[src/rtl/multicycle_mem_arbiter.sv]
// Two-requester (core, DMA) arbiter for a single multicycle memory port.
// Round-robin tie break, per-transaction wait-cycle timeout with a sticky bus error.
module multicycle_mem_arbiter #(
  parameter int unsigned ADDR_WIDTH     = 32,
  parameter int unsigned TIMEOUT_CYCLES = 255
) (
  input  logic                  i_clock,
  input  logic                  i_reset,
  // core requester
  input  logic                  i_core_req,
  input  logic                  i_core_we,
  input  logic [ADDR_WIDTH-1:0] i_core_addr,
  input  logic [31:0]           i_core_wdata,
  input  logic [3:0]            i_core_be,
  output logic                  o_core_ack,
  output logic                  o_core_err,
  output logic [31:0]           o_core_rdata,
  // DMA requester
  input  logic                  i_dma_req,
  input  logic                  i_dma_we,
  input  logic [ADDR_WIDTH-1:0] i_dma_addr,
  input  logic [31:0]           i_dma_wdata,
  input  logic [3:0]            i_dma_be,
  output logic                  o_dma_ack,
  output logic                  o_dma_err,
  output logic [31:0]           o_dma_rdata,
  // memory port
  output logic                  o_mem_req,
  output logic                  o_mem_we,
  output logic [ADDR_WIDTH-1:0] o_mem_addr,
  output logic [31:0]           o_mem_wdata,
  output logic [3:0]            o_mem_be,
  input  logic                  i_mem_ack,
  input  logic [31:0]           i_mem_rdata,
  // error reporting
  input  logic                  i_error_clear,
  output logic                  o_bus_error
);

  localparam int unsigned CNT_WIDTH = 8;

  typedef enum logic [1:0] {
    ST_IDLE      = 2'd0,
    ST_BUSY_CORE = 2'd1,
    ST_BUSY_DMA  = 2'd2
  } state_t;

  state_t                r_state;
  logic                  r_last_dma;
  logic [CNT_WIDTH-1:0]  r_wait_cnt;
  logic                  r_bus_error;
  logic                  r_mem_req;
  logic                  r_mem_we;
  logic [ADDR_WIDTH-1:0] r_mem_addr;
  logic [31:0]           r_mem_wdata;
  logic [3:0]            r_mem_be;

  logic w_busy;
  logic w_timeout;
  logic w_done;
  logic w_grant_core;
  logic w_grant_dma;

  // Transaction end: memory ack wins over a coincident timeout.
  assign w_busy       = (r_state != ST_IDLE);
  assign w_timeout    = w_busy && !i_mem_ack && (r_wait_cnt == CNT_WIDTH'(TIMEOUT_CYCLES));
  assign w_done       = w_busy && (i_mem_ack || w_timeout);
  // Tie goes to whoever was not granted last.
  assign w_grant_core = i_core_req && (!i_dma_req || r_last_dma);
  assign w_grant_dma  = i_dma_req && (!i_core_req || !r_last_dma);

  // Arbitration FSM, wait counter, latched memory command and sticky error.
  always_ff @(posedge i_clock) begin
    if (i_reset) begin
      r_state     <= ST_IDLE;
      r_last_dma  <= 1'b1;
      r_wait_cnt  <= '0;
      r_bus_error <= 1'b0;
      r_mem_req   <= 1'b0;
      r_mem_we    <= 1'b0;
      r_mem_addr  <= '0;
      r_mem_wdata <= '0;
      r_mem_be    <= '0;
    end else begin
      case (r_state)
        ST_IDLE: begin
          if (w_grant_core) begin
            r_state     <= ST_BUSY_CORE;
            r_last_dma  <= 1'b0;
            r_wait_cnt  <= '0;
            r_mem_req   <= 1'b1;
            r_mem_we    <= i_core_we;
            r_mem_addr  <= i_core_addr;
            r_mem_wdata <= i_core_wdata;
            r_mem_be    <= i_core_be;
          end else if (w_grant_dma) begin
            r_state     <= ST_BUSY_DMA;
            r_last_dma  <= 1'b1;
            r_wait_cnt  <= '0;
            r_mem_req   <= 1'b1;
            r_mem_we    <= i_dma_we;
            r_mem_addr  <= i_dma_addr;
            r_mem_wdata <= i_dma_wdata;
            r_mem_be    <= i_dma_be;
          end
        end
        default: begin
          if (w_done) begin
            r_state   <= ST_IDLE;
            r_mem_req <= 1'b0;
          end else begin
            r_wait_cnt <= r_wait_cnt + CNT_WIDTH'(1);
          end
        end
      endcase

      if (w_timeout) begin
        r_bus_error <= 1'b1;
      end else if (i_error_clear) begin
        r_bus_error <= 1'b0;
      end
    end
  end

  // Completion signalling back to the owning requester, same cycle as mem_ack/timeout.
  always_comb begin
    o_core_ack   = 1'b0;
    o_core_err   = 1'b0;
    o_core_rdata = '0;
    o_dma_ack    = 1'b0;
    o_dma_err    = 1'b0;
    o_dma_rdata  = '0;
    if (!i_reset && w_done) begin
      if (r_state == ST_BUSY_CORE) begin
        o_core_ack   = 1'b1;
        o_core_err   = w_timeout;
        o_core_rdata = w_timeout ? 32'd0 : i_mem_rdata;
      end else if (r_state == ST_BUSY_DMA) begin
        o_dma_ack    = 1'b1;
        o_dma_err    = w_timeout;
        o_dma_rdata  = w_timeout ? 32'd0 : i_mem_rdata;
      end
    end
  end

  assign o_mem_req   = r_mem_req;
  assign o_mem_we    = r_mem_we;
  assign o_mem_addr  = r_mem_addr;
  assign o_mem_wdata = r_mem_wdata;
  assign o_mem_be    = r_mem_be;
  assign o_bus_error = r_bus_error;

endmodule

[config.mk]
export PLATFORM = sky130hd
export DESIGN_NAME = multicycle_mem_arbiter
export DESIGN_NICKNAME = d
export VERILOG_FILES = /design/src/rtl/multicycle_mem_arbiter.sv
export SDC_FILE = /design/constraint.sdc
export NUM_CORES = 1
export LEC_CHECK = 0
export CAP_MARGIN = 20
export CORE_MARGIN = 8
export CORE_UTILIZATION = 32
export CTS_CLUSTER_DIAMETER = 40
export DETAILED_ROUTE_END_ITERATION = 10
export GPL_TIMING_DRIVEN = 0
export PLACE_DENSITY = 0.91
export SKIP_LAST_GASP = 1
export SLEW_MARGIN = 10
export SYNTH_ARGS = -nofsm -noshare
export SYNTH_HDL_FRONTEND = slang
export SYNTH_SLANG_ARGS = --single-unit
[constraint.sdc]
create_clock -name i_clock -period 2.4 [get_ports i_clock]
set_clock_uncertainty 0.1 [all_clocks]
set_input_delay 0.48 -clock i_clock [delete_from_list [all_inputs] [get_ports i_clock]]
set_output_delay 0.48 -clock i_clock [all_outputs]
set_load 0.01 [all_outputs]
Yosys cells after proc, flatten, opt, wreduce, memory -nomap -nowiden
Cells that the tools add are included.
{"block": "word_totals", "output_inout_bits": 139, "elab_cells": 76, "ff_bits": 82, "in_bits": 176}
{"block": "classes", "n_eq_ne": 5, "reduce_logical": 22, "addsub": 1, "n_mux": 39}
{"op": "2-to-1 mux 32 bit", "count": 10}
{"op": "2-to-1 mux 8 bit", "count": 4}
{"op": "2-to-1 mux 1 bit", "count": 19}
{"op": "adder 8 x 1 -> 8 bit (second input constant)", "count": 1}
{"op": "== test 8 bit (second input constant)", "count": 1}
{"op": "2-to-1 mux 2 bit", "count": 4}
{"op": "2-to-1 mux 4 bit", "count": 2}
{"op": "nonzero test 2 bit", "count": 4}
{"op": "logical AND 1 bit", "count": 6}
{"op": "AND reduction 2 bit", "count": 3}
{"op": "zero test 1 bit", "count": 5}
{"op": "logical OR 1 bit", "count": 3}
{"op": "!= test 3 bit (second input constant)", "count": 1}
{"op": "== test 2 x 1 -> 1 bit (second input constant)", "count": 1}
{"op": "== test 2 bit (second input constant)", "count": 1}
{"op": "zero test 2 bit", "count": 1}
{"op": "!= test 2 x 1 -> 1 bit (second input constant)", "count": 1}

Depth between registers and ports, before layout
Gate-level depths: netlist of the first run.
{"block": "depth", "ltp_word": 7, "ltp_mapped": 6, "depth_no_buf": 5}

Least setup slack after synthesis of the first run
OpenSTA, ideal clock, no wires.
{"block": "synth_path", "path_type": "reg-to-output", "from": "register r_wait_cnt[0]", "to": "output o_dma_rdata[23]", "t_required_ns": 1.820, "n_path_buf": 1, "arrival_time_ns": 1.602, "slack_ns": 0.218, "stages_incl_launch_ff": 7, "path_cell_list": "dfxtp_1 > ha_1 > and3_4 > a21oi_4 > nor4b_4 > buf_6 > and3_1"}
{"block": "synth_via", "elab_chain_cells": 6, "word_cells_on_any_way": 9, "classes_between": "eq/ne (1); mux (4); reduce/logical (4)"}
{"element": "start: declaration", "line_no": "50", "source": "logic [CNT_WIDTH-1:0] r_wait_cnt;"}
{"element": "start signal: assignment", "line_no": "112", "source": "r_wait_cnt <= r_wait_cnt + CNT_WIDTH'(1);"}
{"element": "== test 8 bit (*)", "line_no": "66", "source": "assign w_timeout = w_busy && !i_mem_ack && (r_wait_cnt == CNT_WIDTH'(TIMEOUT_CYCLES));"}
{"element": "logical AND 1 bit (*)", "line_no": "66"}
{"element": "2-to-1 mux 32 bit or logical OR 1 bit (tied branches)", "line_no": "141, 67"}
{"element": "2-to-1 mux 32 bit or logical AND 1 bit (tied branches)", "line_no": "138, 67"}
{"element": "2-to-1 mux 32 bit or logical AND 1 bit (tied branches)", "line_no": "134, 133"}
{"element": "2-to-1 mux 32 bit (*)", "line_no": "133", "source": "if (!i_reset && w_done) begin"}
{"element": "end: declaration", "line_no": "26", "source": "output logic [31:0] o_dma_rdata,"}
Every way passes the cells marked *; elsewhere a longest branch is shown, timed or not.

Worst setup path in the final report of the first run
{"block": "layout_path", "from": "register r_wait_cnt[6]", "to": "output o_core_rdata[22]"}
{"block": "layout_via", "elab_chain_cells": 6, "word_cells_on_any_way": 8, "classes_between": "eq/ne (1); mux (3); reduce/logical (4)"}
{"element": "== test 8 bit (*)", "line_no": "66"}
{"element": "logical AND 1 bit (*)", "line_no": "66"}
{"element": "logical OR 1 bit", "line_no": "67", "source": "assign w_done = w_busy && (i_mem_ack || w_timeout);"}
{"element": "logical AND 1 bit", "line_no": "67"}
{"element": "logical AND 1 bit", "line_no": "133"}
{"element": "2-to-1 mux 32 bit (*)", "line_no": "133"}
{"element": "end: declaration", "line_no": "17", "source": "output logic [31:0] o_core_rdata,"}
Marked as above.

==> results of run 1 <==
-- flip-flops by register name, indices dropped and copies added, names as in the netlist --
| name | flops |
|---|---|
| r_state | 2 |
| o_mem_req | 1 |
| o_bus_error | 1 |
| r_last_dma | 1 |
| o_mem_wdata | 32 |
| o_mem_we | 1 |
| o_mem_be | 4 |
| r_wait_cnt | 8 |
| o_mem_addr | 32 |
-- cell usage in the layout (no fill, tap or decap), drive strengths merged, types with 2 or more instances in the layout --
cell | synthesis | layout
a21oi | 10 | 10
a222oi | 69 | 69
a31oi | 4 | 4
and3 | 67 | 67
and4 | 2 | 2
buf | 26 | 117
bufinv | 0 | 2
clkbuf | 23 | 35
clkdlybuf4s50 | 0 | 244
clkinvlp | 0 | 3
dfxtp | 82 | 82
inv | 2 | 2
nand2 | 4 | 4
nand2b | 2 | 2
nand3 | 11 | 11
nand4 | 3 | 3
nor2 | 74 | 74
nor2b | 3 | 3
nor4b | 2 | 2
o211ai | 2 | 2
o21ai | 4 | 4
-- final timing paths --
path	from	cells past startpoint	slack (ns)	endpoint
max reg2reg	r_state[1]	6	0.35	o_mem_be[0]
max	r_wait_cnt[6]	7	-0.16	o_core_rdata[22]
min	r_wait_cnt[5]	1	0.38	r_wait_cnt[5]
min reg2reg	r_wait_cnt[5]	1	0.38	r_wait_cnt[5]
-- repair_timing --
action,4_1_cts,5_1_grt
setup buffers,15,6
setup endpoints to repair,68,80
pin swaps,10,13
resized for setup,353,59
hold buffers,0,0
gates cloned,3,3
-- stage by stage --
step           hold slack, ns  setup TNS [ns]  instance area, um^2
6_report               0.3811          -8.270                 7841
5_1_grt                0.3999          -11.08                 7841
4_1_cts                0.3817          -10.06                 7502
3_5_place_dp           0.3732          -51.88                 7044
3_3_place_gp           0.3630          -49.09                 7044
2_1_floorplan          0.3515               0                 3722
-- final cells by class --
cell class                 instances  area (um^2)
inverter                           2        7.507
clock inverter                     6        91.34
tap                              143        178.9
clock buffer                      10        229.0
buffer                            47        291.5
fill                             805         3528
multi-input combinational        268         2042
timing repair buffer             341         3338
sequential                        82         1660
antenna                            1        2.502
-- metal layers --
layer  up-vias  GRT usage [%]  part of all wire [%]
li1       2289              -                     -
met2       345          45.08                    51
met1      2445          23.47                    33
met3        50          8.341                    11
met5         -              0                     0
met4         0          12.87                   4.0
-- kinds of logic after synthesis --
family	synth area share (%)
AOI/OAI and AO/OA	23.13
adders and majority gates	0.3361
buffers and inverters	7.395
DFF	44.10
and+or+nand+nor	25.04
-- worst max-delay path: stages, from the launching register on --
cell,delay (ns)
sky130_fd_sc_hd__dfxtp_1,0.41
sky130_fd_sc_hd__and4_4,0.28
sky130_fd_sc_hd__a21oi_4,0.08
sky130_fd_sc_hd__nor4b_4,0.23
sky130_fd_sc_hd__buf_4,0.18
sky130_fd_sc_hd__buf_6,0.14
sky130_fd_sc_hd__and3_1,0.17
sky130_fd_sc_hd__buf_2,0.14
-- power by group --
part	switching (mW)	leakage [nW]	internal, mW
Combinational	0.527	2.38	0.685
Sequential	0.0773	0.679	1.49
Clock	0.566	0.145	0.913
Total	1.17	3.20	3.09
==> flow_metrics.py, run 1 <==
metrics = {
    "synth": {
        "count_of_state_elements_after_synthesis": 82,
        "synthesis.instances": 401,
        "synth.area.top_cells": "sky130_fd_sc_hd__dfxtp_1, sky130_fd_sc_hd__a222oi_1, sky130_fd_sc_hd__and3_1, sky130_fd_sc_hd__nor2_1, sky130_fd_sc_hd__clkbuf_1",
        "synth-seq-area-share_pct": 44.10,
        "yosys.cell_types.count": 38,
        "synth_nets": 578,
        "synth_area_um2": 3722,
        "yosysTopAreaCell": "sky130_fd_sc_hd__dfxtp_1",
        "post-synth-top-count-cell": "sky130_fd_sc_hd__dfxtp_1",
        "synth_enable_flop_cells": 0,
        "syn_avg_cell_area_um2": 9.283,
        "synth.yosys.warnings": 0,
        "synth_ff_type": "sky130_fd_sc_hd__dfxtp_1",
        "asyncSetResetFlopFracSynth_pct": 0,
        "synth.top_cells.by_count": "sky130_fd_sc_hd__dfxtp_1, sky130_fd_sc_hd__nor2_1, sky130_fd_sc_hd__a222oi_1",
        "yosys.area.top_type_share_pct": 44.10,
    },
    "floorplanning": {
        "pin_count": 315,
        "die_area_um2": 15340,
        "floorplan.initialDensity_pct": 32.74,
        "floorplan.rows": 39,
        "placeableCoreArea_um2": 11370,
        "chipWidth_um": 123.9,
        "die_height_um": 123.9,
    },
    "sta": {
        "timing.final.max_slew_violations": 0,
        "final-setup-viol-count": 68,
        "rsz0062_at_grt": "true",
        "setup_slack_ns": -0.1604,
        "max_slew_margin_pct": 59.65,
        "timing.final.hold_violations": 0,
        "max_slew.worst_pin.slew_ns": 0.6052,
        "min_period_ns": 2.560,
        "min_period_over_period_pct": 106.7,
        "maxClockFrequency_mhz": 390.6,
    },
    "placement": {
        "gp_routability_congestion": 0.9165,
        "hpwl_reported_at_the_end_of_detailed_placement_um": 15590,
        "io_buffer_count": 314,
        "placement.setup.worst_slack_ns": -0.8003,
        "numPlacedInstances": 858,
    },
    "grt": {
        "first_global_vias": 5340,
        "grt_start_max_net_pins": 15,
        "grt_antenna_before_repair": 1,
        "grt.total_usage_pct": 24.39,
        "grt_pass1_wl_um": 29080,
        "grt_overflow_total": 0,
    },
    "pwr": {
        "max-vdd-ir-drop_mv": 0.3670,
        "fin_total_pwr_mw": 4.256,
        "leak_pwr_nw": 3.203,
        "power_density_nw_per_um2": 542.7,
    },
    "clocking": {
        "clockRootBuffer": "sky130_fd_sc_hd__clkbuf_16",
        "cts.sink_count": 82,
        "cts.reportedPaths.clkPinSlew_ns": 0.06,
        "total_cts_buffers": 9,
        "cts.htree.levels": 3,
        "cts_tree": "yes",
        "cts.path.max_buffers": 2,
        "clock_latency_ns": 0.33,
    },
    "setup_path": {
        "cp.required_ns": 1.82,
        "arrival_ns": 1.98,
        "cp-start-kind": "flop",
        "cp_max_fo": 10,
        "setup.worst_path.end_class": "output port",
        "worst-setup-path-type": "reg2out",
    },
    "route": {
        "dr.first_iter.drc_count": 600,
        "drt_pass1_iterations": 9,
        "post-route-drc-count": 0,
        "viasPerCell": 5.699,
        "detailroute.via_count": 5129,
        "antenna_viol_nets_final": 0,
        "detail_route.wl_per_cell_um": 23.08,
        "wirelength_um": 20770,
    },
    "final_layout": {
        "instances_no_fill": 900,
        "post_route_cells_drive_above_1_share_pct": 26.72,
        "flow.area_growth_from_synthesis_pct": 110.7,
        "final_nets": 928,
        "final_core_util_pct": 68.97,
    },
    "run_status": {
        "run_status": "finished with violations",
        "violations": "negative setup slack",
    },
    "job": {
        "maxCapViolations": 0,
    },
    "worst_hold_path": {
        "worstHoldPathType": "reg2reg",
    },
}
Power figures use the tool's default switching activity.
==> run 2: changes to the inputs <==
- CORE_AREA: default -> 2 2 121 123
- CORE_MARGIN: 8 -> default
- CORE_UTILIZATION: 32 -> default
- CTS_CLUSTER_SIZE: default -> 14
- DIE_AREA: default -> 0 0 123 125
- PLACE_DENSITY: 0.91 -> 0.79
==> run 2 against run 1 <==
Against the previous run:
- the flow still finishes with violations (negative setup slack)
- clock power shrank 4%
- worst hold slack worse by 0.0095 ns
- global-route usage shrank 1.9 points
- highest routed layer unchanged
- critical path depth grew 2
- sequential share of layout area is 0.053 points lower
- register-to-register slack better by 0.11 ns
- core utilization is 14 points lower
- clock-buffer cell count is 1 higher
- routed wire length down 12%
==> flow_metrics.py, run 2 (synthesis results as in run 1) <==
metrics = {
    "worst_hold_path": {
        "worstHoldPathType": "reg2reg",
        "hp-start": "o_bus_error",
    },
    "setup_path": {
        "worst-setup-path-type": "reg2out",
        "arrival_ns": 2.06,
        "cpMostUsedCell": "sky130_fd_sc_hd__buf_6",
        "setup.worst_path.end_class": "output port",
        "crit_path_max_delay_family": "simple AND/OR/NAND/NOR gates",
        "cpMaxStageDelayCell": "sky130_fd_sc_hd__dfxtp_4",
        "cp-start-kind": "flop",
        "critPathMaxStageDelay_ns": 0.36,
        "crit_chain": "ha_4 > and3_4 > a21oi_4 > nor4b_4 > buf_4 > buf_6 > buf_6 > and3_4 > buf_6",
        "critPathLaunch": "r_wait_cnt[0]",
        "critical_path_buf_inv_count": 4,
        "critical_path.reg2reg.startpoint": "r_state[1]",
        "cp.required_ns": 1.82,
        "cp_max_fo": 5,
    },
    "route": {
        "detail_route.wl_per_cell_um": 19.44,
        "detailroute.via_count": 4885,
        "post-route-drc-count": 0,
        "wirelength_um": 18200,
        "dr.first_iter.drc_count": 397,
        "viasPerCell": 5.219,
        "drt_pass1_iterations": 7,
        "antenna_viol_nets_final": 0,
    },
    "floorplanning": {
        "chipWidth_um": 123,
        "floorplan.rows": 44,
        "floorplan.initialDensity_pct": 26.21,
        "die_area_um2": 15380,
        "pin_count": 315,
        "die_height_um": 125,
        "placeableCoreArea_um2": 14200,
    },
    "grt": {
        "grt_start_max_net_pins": 15,
        "grt_pass1_wl_um": 26880,
        "grt.total_usage_pct": 22.51,
        "first_global_vias": 5028,
        "grt_overflow_total": 0,
        "grt_antenna_before_repair": 1,
    },
    "sta": {
        "max_slew_margin_pct": 66.10,
        "maxClockFrequency_mhz": 378.2,
        "min_period_over_period_pct": 110.2,
        "final-setup-viol-count": 65,
        "max_slew.worst_pin.slew_ns": 0.5085,
        "min_period_ns": 2.644,
        "timing.final.max_slew_violations": 0,
        "rsz0062_at_grt": "true",
        "setup_slack_ns": -0.2438,
        "timing.final.hold_violations": 0,
    },
    "clocking": {
        "cts.htree.levels": 3,
        "clock_latency_ns": 0.33,
        "clockRootBuffer": "sky130_fd_sc_hd__clkbuf_16",
        "total_cts_buffers": 9,
        "cts-hold-fix-buffers": 0,
        "cts_tree": "yes",
        "cts.sink_count": 82,
        "cts.path.max_buffers": 2,
        "cts.reportedPaths.clkPinSlew_ns": 0.06,
    },
    "pwr": {
        "comb_power_share_pct": 28.6,
        "power_density_nw_per_um2": 530.3,
        "max-vdd-ir-drop_mv": 0.3100,
        "internal_power_mw": 3.013,
        "seq_power_share_pct": 37.4,
        "fin_total_pwr_mw": 4.165,
        "leak_pwr_nw": 3.170,
        "switching_share_pct": 27.68,
        "p_switching_mw": 1.153,
        "power_frac_clock_pct": 34.0,
    },
    "final_layout": {
        "post_route_cells_drive_above_1_share_pct": 26.76,
        "flow.area_growth_from_synthesis_pct": 111.0,
        "final_nets": 923,
        "layout.cells.most_common": "sky130_fd_sc_hd__clkdlybuf4s50_1",
        "most-common-layout-cells": "sky130_fd_sc_hd__clkdlybuf4s50_1, sky130_fd_sc_hd__dfxtp_1, sky130_fd_sc_hd__nor2_1",
        "final.fill_count": 1274,
    },
    "placement": {
        "io_buffer_count": 314,
        "hpwl_reported_at_the_end_of_detailed_placement_um": 13570,
        "placement.setup.worst_slack_ns": -0.8055,
        "gp_routability_congestion": 0.8242,
    },
    "run_status": {
        "run_status": "finished with violations",
        "violations": "negative setup slack",
    },
    "job": {
        "maxCapViolations": 0,
    },
}
==> run 2: cell types whose count changed in the layout (fill, tap and decap cells not counted), moves of 2 or more <==
cell	change
sky130_fd_sc_hd__buf_2	-4
sky130_fd_sc_hd__buf_4	+4
sky130_fd_sc_hd__buf_8	+2
sky130_fd_sc_hd__clkbuf_1	-2
sky130_fd_sc_hd__clkbuf_4	-2
sky130_fd_sc_hd__clkbuf_8	-2
sky130_fd_sc_hd__dfxtp_2	+2
==> run 2: what timing repair did <==
| action | 4_1_cts | 5_1_grt |
|---|---|---|
| setup buffers | 19 | 3 |
| hold endpoints to repair | 0 | 0 |
| cloned | 5 | 0 |
| gates resized for setup | 350 | 63 |
| setup endpoints to repair | 78 | 78 |
| pin swaps | 23 | 6 |
==> run 2: stage by stage <==
stage / utilization [%] / TNS [ns] / area, um^2 / std cells / hold slack [ns]
6_report: 55.30 / -9.353 / 7855 / 936 / 0.3716
5_1_grt: 55.30 / -13.43 / 7855 / 936 / 0.4081
4_1_cts: 53.24 / -11.15 / 7562 / 936 / 0.3754
3_5_place_dp: 49.96 / -55.67 / 7096 / 899 / 0.3649
3_3_place_gp: 49.96 / -54.02 / 7096 / 899 / 0.3613
2_1_floorplan: - / 0 / 3722 / 401 / 0.3515
==> run 2: area by class of cell <==
| class | count | area, um^2 | share of cell area, % |
|---|---|---|---|
| clock inverter | 5 | 62.56 | 0.7964 |
| buffer | 43 | 260.3 | 3.313 |
| antenna | 1 | 2.502 | 0.03186 |
| inverter | 2 | 7.507 | 0.09557 |
| multi-input combinational | 268 | 2041 | 25.98 |
| tap | 184 | 230.2 | 2.931 |
| clock buffer | 11 | 242.7 | 3.090 |
| sequential | 82 | 1659 | 21.12 |
| timing repair buffer | 340 | 3349 | 42.64 |
==> run 2: power groups by stage <==
| stage | registers (mW) | clock network [mW] | logic, mW |
|---|---|---|---|
| 2_1_floorplan | 1.64 | 0 | 0.401 |
| 3_3_place_gp | 1.58 | 0 | 1.16 |
| 3_5_place_dp | 1.59 | 0 | 1.17 |
| 4_1_cts | 1.56 | 1.45 | 1.18 |
| 5_1_grt | 1.57 | 1.50 | 1.28 |
| 6_report | 1.56 | 1.42 | 1.19 |
==> run 2: worst reg2reg max path, stage by stage, from the launching register on <==
cell	delay (ns)
sky130_fd_sc_hd__dfxtp_4	0.36
sky130_fd_sc_hd__nor2_2	0.27
sky130_fd_sc_hd__and3_1	0.21
sky130_fd_sc_hd__clkbuf_1	0.34
sky130_fd_sc_hd__buf_2	0.34
sky130_fd_sc_hd__a222oi_1	0.14
sky130_fd_sc_hd__nor2_1	0.13
==> run 2: final timing paths <==
check                     to  slack (ns)  depth (start not counted)
min              o_bus_error        0.37                          2
min reg2reg      o_bus_error        0.37                          2
max          o_core_rdata[2]       -0.24                          9
max reg2reg  o_mem_wdata[17]        0.46                          6
==> run 2: per-layer routing <==
metal	wire, um	global-route usage, %	share of wire (%)	vias to the layer above
met3	1698	7.619	9.3	41
li1	-	-	-	2282
met1	6384	22.44	35	2290
met2	9463	40.33	52	272
met4	651	12.43	3.6	0
met5	0	0	0	-
